--- config.mk ---
export PLATFORM = sky130hd
export DESIGN_NAME = mmio_responder
export DESIGN_NICKNAME = d
export VERILOG_FILES = /design/src/rtl/mmio_responder.sv
export SDC_FILE = /design/constraint.sdc
export NUM_CORES = 1
export LEC_CHECK = 0
export BUFFER_PORTS_ARGS = -buffer_cell sky130_fd_sc_hd__buf_2
export CORE_ASPECT_RATIO = 0.75
export CORE_UTILIZATION = 45
export CTS_CLUSTER_SIZE = 12
export DETAILED_ROUTE_END_ITERATION = 12
export PLACE_DENSITY = 0.68
export REMOVE_ABC_BUFFERS = 1
export SYNTH_ARGS = -nofsm -noshare
export SYNTH_HDL_FRONTEND = slang
export SYNTH_SLANG_ARGS = --single-unit
--- constraint.sdc ---
create_clock -name clk -period 4.8 [get_ports clk]
set_clock_uncertainty 0.15 [all_clocks]
set_input_delay 0.96 -clock clk [delete_from_list [all_inputs] [get_ports clk]]
set_output_delay 0.96 -clock clk [all_outputs]
set_load 0.01 [all_outputs]
--- src/rtl/mmio_responder.sv ---
// Memory-mapped register target: LED, scratch, timer and status in a 4-word window with wait states.
// Optional timer/status logic is built only when MMIO_TIMER_EN is defined.
module mmio_responder #(
  parameter logic [12:0] BASE_ADDR   = 13'h1FF0,
  parameter int unsigned WAIT_CYCLES = 2
) (
  input  logic        clk,
  input  logic        rst,
  input  logic        read,
  input  logic        write,
  input  logic [12:0] addr,
  input  logic [15:0] wr_data,
  output logic [15:0] rd_data,
  output logic        wr_done,
  output logic        rd_done,
  output logic [3:0]  led
);

  typedef enum logic [1:0] {StIdle, StWait, StAccess, StRelease} state_e;

  localparam logic [3:0] WaitInit = 4'(WAIT_CYCLES);

  state_e      state_q, state_d;
  logic [3:0]  cnt_q, cnt_d;
  logic        op_wr_q, op_wr_d;
  logic [1:0]  off_q, off_d;
  logic [15:0] wdat_q, wdat_d;
  logic [3:0]  led_q;
  logic [15:0] scratch_q;
  logic [15:0] rd_mux;
  logic        sel, req_live, acc_wr, acc_rd;

  assign sel      = (addr[12:2] == BASE_ADDR[12:2]);
  // The latched op decides which request line must stay high during the wait.
  assign req_live = op_wr_q ? write : read;
  assign acc_wr   = (state_q == StAccess) && op_wr_q;
  assign acc_rd   = (state_q == StAccess) && !op_wr_q;
  assign led      = led_q;

  always_comb begin
    state_d = state_q;
    cnt_d   = cnt_q;
    op_wr_d = op_wr_q;
    off_d   = off_q;
    wdat_d  = wdat_q;
    unique case (state_q)
      StIdle: begin
        if (sel && (read || write)) begin
          op_wr_d = write;
          off_d   = addr[1:0];
          wdat_d  = wr_data;
          cnt_d   = WaitInit;
          state_d = (WAIT_CYCLES == 0) ? StAccess : StWait;
        end
      end
      StWait: begin
        if (!req_live) begin
          state_d = StIdle;
        end else if (cnt_q <= 4'd1) begin
          cnt_d   = 4'd0;
          state_d = StAccess;
        end else begin
          cnt_d = cnt_q - 4'd1;
        end
      end
      StAccess:  state_d = StRelease;
      StRelease: if (!read && !write) state_d = StIdle;
      default:   state_d = StIdle;
    endcase
  end

  always_ff @(posedge clk or negedge rst) begin
    if (!rst) begin
      state_q <= StIdle;
      cnt_q   <= 4'd0;
      op_wr_q <= 1'b0;
      off_q   <= 2'd0;
      wdat_q  <= 16'h0;
    end else begin
      state_q <= state_d;
      cnt_q   <= cnt_d;
      op_wr_q <= op_wr_d;
      off_q   <= off_d;
      wdat_q  <= wdat_d;
    end
  end

`ifdef MMIO_TIMER_EN
  logic [15:0] timer_q;
  logic        status_q;
  logic        timer_wr, status_w1c, ovf;

  assign timer_wr   = acc_wr && (off_q == 2'd2);
  assign status_w1c = acc_wr && (off_q == 2'd3) && wdat_q[0];
  // A CPU load replaces the increment, so a load never reports overflow.
  assign ovf        = !timer_wr && (timer_q == 16'hFFFF);

  always_ff @(posedge clk or negedge rst) begin
    if (!rst) begin
      timer_q  <= 16'h0;
      status_q <= 1'b0;
    end else begin
      timer_q  <= timer_wr ? wdat_q : timer_q + 16'd1;
      status_q <= (status_q && !status_w1c) || ovf;
    end
  end
`endif

  always_comb begin
    rd_mux = 16'h0;
    unique case (off_q)
      2'd0: rd_mux = {12'h0, led_q};
      2'd1: rd_mux = scratch_q;
`ifdef MMIO_TIMER_EN
      2'd2: rd_mux = timer_q;
      2'd3: rd_mux = {15'h0, status_q};
`else
      2'd2: rd_mux = 16'h0;
      2'd3: rd_mux = 16'h0;
`endif
      default: rd_mux = 16'h0;
    endcase
  end

  always_ff @(posedge clk or negedge rst) begin
    if (!rst) begin
      rd_data   <= 16'h0;
      wr_done   <= 1'b0;
      rd_done   <= 1'b0;
      led_q     <= 4'h0;
      scratch_q <= 16'h0;
    end else begin
      wr_done <= acc_wr;
      rd_done <= acc_rd;
      if (acc_rd) rd_data <= rd_mux;
      if (acc_wr && (off_q == 2'd0)) led_q <= wdat_q[3:0];
      if (acc_wr && (off_q == 2'd1)) scratch_q <= wdat_q;
    end
  end

endmodule

==> results.cfg <==
[detailed_routing]
drc = 0
drtPass1Iterations = 4
wl_per_cell_um = 13.9
viasPerCell = 5.00
wirelength_mm = 4.74
drtIter0Drc = 55
final_antenna_net_count = 0
vias = 1706

[power_and_ir_drop]
p_per_area_mw_per_mm2 = 302
peakVddDrop_mv = 0.216
leakage_nw = 1.59

[global_routing]
grt.total_usage_pct = 17.5
overflow = 0
grt_first_pass_wirelength_mm = 8.14
antenna_found_initial = 0
grt_pass1_vias = 1684
grt_start_max_net_pins = 39

[layout]
fill_cells = 493
nets = 297
drive_gt1_share_pct = 43.6
diodes = 0
layout-area-overhead-vs-synth_pct = 17.9
final_cells = 341

[synth]
avgSynthCellArea_um2 = 13.0
yosys_warnings = 0
synth.area.top_cells = dfrtp_1, mux2_2, mux2_4, nand2_1, o21ai_0
ys_seq_area_share_pct = 59.0
netlist_area_mm2 = 0.00267
syn_inst = 206
yosysTopAreaCell = dfrtp_1
yosysUniqueCellTypes = 35
synth-seq-cells = 63
yosys.area.top_type_share_pct = 59.0

[clocking]
htreeDepth = 3
cts_resized = 0
cts_tree = built
cts-root-buf = clkbuf_8
cts.sinks = 63
hold_buffers = 0
cts-root-to-sink-buffers = 2
cts_made_buffers = 9
cts_setup_buffers = 0
clk_pin_slew_ns = 0.07
clk_latency_ns = 0.33

[place]
dpl.cell_count = 326
pre_cts_ws_ns = 1.89
port_buffers = 54
hpwl_mm = 3.20
gp_congestion = 0.840

[sta]
rsz0062_at_grt = false
whs_ns = 0.322
setup_viol = 0
hold_viol = 0
relSlewSlack_pct = 41.5
period_share_pct = 57.5
period_needed_ns = 2.76
fin_ws_ns = 2.04
setup_tns_ns = 0
slew_violations = 0
worst_slew_pin_slew_ns = 0.876
max_freq_mhz = 362

[status]
outcome = completed

[worst_hold_path]
min_path_type = reg2reg
hp-start = rd_data[10]

[critical_path]
crit_start = off_q[0]
crit_path_max_fanout = 16
worst-r2r-setup-slack_ns = 2.04
r2r_start = off_q[0]
crit_path_end_kind = flop
path_class = reg2reg
startpoint_type = flop
critPathArrivalTime_ns = 2.83
worstPathRequired_ns = 4.87

[floorplan]
io_pins = 55
die-area_mm2 = 0.00625
floorplan.initialDensity_pct = 48.3
num_rows = 23
core_area_mm2 = 0.00553
die_h_um = 68.7
die_x_um = 91.0

[flow_run]
maxCapViolCount = 0
## synth_stat cells (all sizes together)
master / number
o2bb2ai: 1
a221oi: 1
nand3: 3
or4: 2
nand3b: 2
nand2: 30
nand4bb: 1
o211ai: 1
nand2b: 3
a31oi: 2
buf: 5
o21ai: 14
o31ai: 4
or3: 1
and3: 1
o21bai: 1
clkbuf: 5
nor2: 2
a21oi: 2
nand4: 1
nor2b: 2
or3b: 1
dfrtp: 63
nand4b: 1
mux2i: 5
nor4: 1
ha: 2
or2: 1
mux2: 41
inv: 7
## logic make-up after synthesis
family	after synthesis	share of synthesized area [%]
compound gates	26	5.95
flops	63	59.0
simple gates	52	10.4
buf+inv	17	3.19
fa+ha+maj	2	0.937
mux	46	20.6
## registers in the layout (all words and copies together) (netlist names), 2 cells and up, named ones only
signal     cells
scratch_q     16
cnt_q          4
led            4
off_q          2
wdat_q        16
rd_data       16
## path summary, 6_finish.rpt
path | to | depth (start not counted)
min in group asynchronous | wdat_q[2] | 1
worst max register to register | scratch_q[15] | 3
max in group asynchronous | wdat_q[15] | 2
worst max-delay path | scratch_q[15] | 3
worst min-delay path | rd_data[10] | 2
worst min register to register | rd_data[10] | 2
## stage by stage
| stage | util, % | total power, mW | area, um2 |
|---|---|---|---|
| 3_3_place_gp | 54.1 | 0.579 | 2990 |
| 6_report | 57.0 | 0.952 | 3150 |
| 4_1_cts | 57.0 | 0.966 | 3150 |
| 3_5_place_dp | 54.1 | 0.580 | 2990 |
| 5_1_grt | 57.0 | 0.988 | 3150 |
| 2_1_floorplan | - | 0.553 | 2610 |
## worst max-delay path, stage by stage, from the launching register on
cell     delay, ns
dfrtp_1       0.50
nor2b_1       0.75
nor2b_2       0.83
mux2_2        0.41
## area by class of cell
| class | instances | area [um2] | area share (%) |
|---|---|---|---|
| flip-flops and latches | 63 | 1580 | 50.0 |
| repair buffers | 55 | 278 | 8.82 |
| well taps | 75 | 93.8 | 2.98 |
| inverters | 7 | 26.3 | 0.834 |
| clock inverters | 4 | 22.5 | 0.715 |
| clock buffers | 11 | 141 | 4.49 |
| multi-input cells | 126 | 1010 | 32.1 |
## layout by cell type (no fill, tap or decap), types with 2 or more instances in the layout
master / instances
nand3b_1: 2
nand2b_1: 3
dfrtp_1: 63
nand3_1: 3
o31ai_1: 4
o21ai_0: 14
mux2_4: 10
nand2_1: 30
buf_2: 54
mux2i_1: 5
mux2_2: 31
a31oi_1: 2
inv_1: 7
ha_1: 2
clkbuf_8: 10
clkinv_2: 3
## where the power goes
group | total [mW] | leakage [nW] | switching, mW | internal, mW
Combinational | 0.0325 | 0.642 | 0.0176 | 0.0149
Sequential | 0.536 | 0.865 | 0.00241 | 0.534
Clock | 0.383 | 0.0850 | 0.188 | 0.196
## layer usage
metal	GRT usage [%]	share of wire, %	wire length (um)
met5	0	0	0
met3	6.14	5.8	273
met2	26.8	42	2010
met1	23.6	51	2420
met4	5.36	0.89	42
Note: power is estimated with default switching activity, not from simulation.
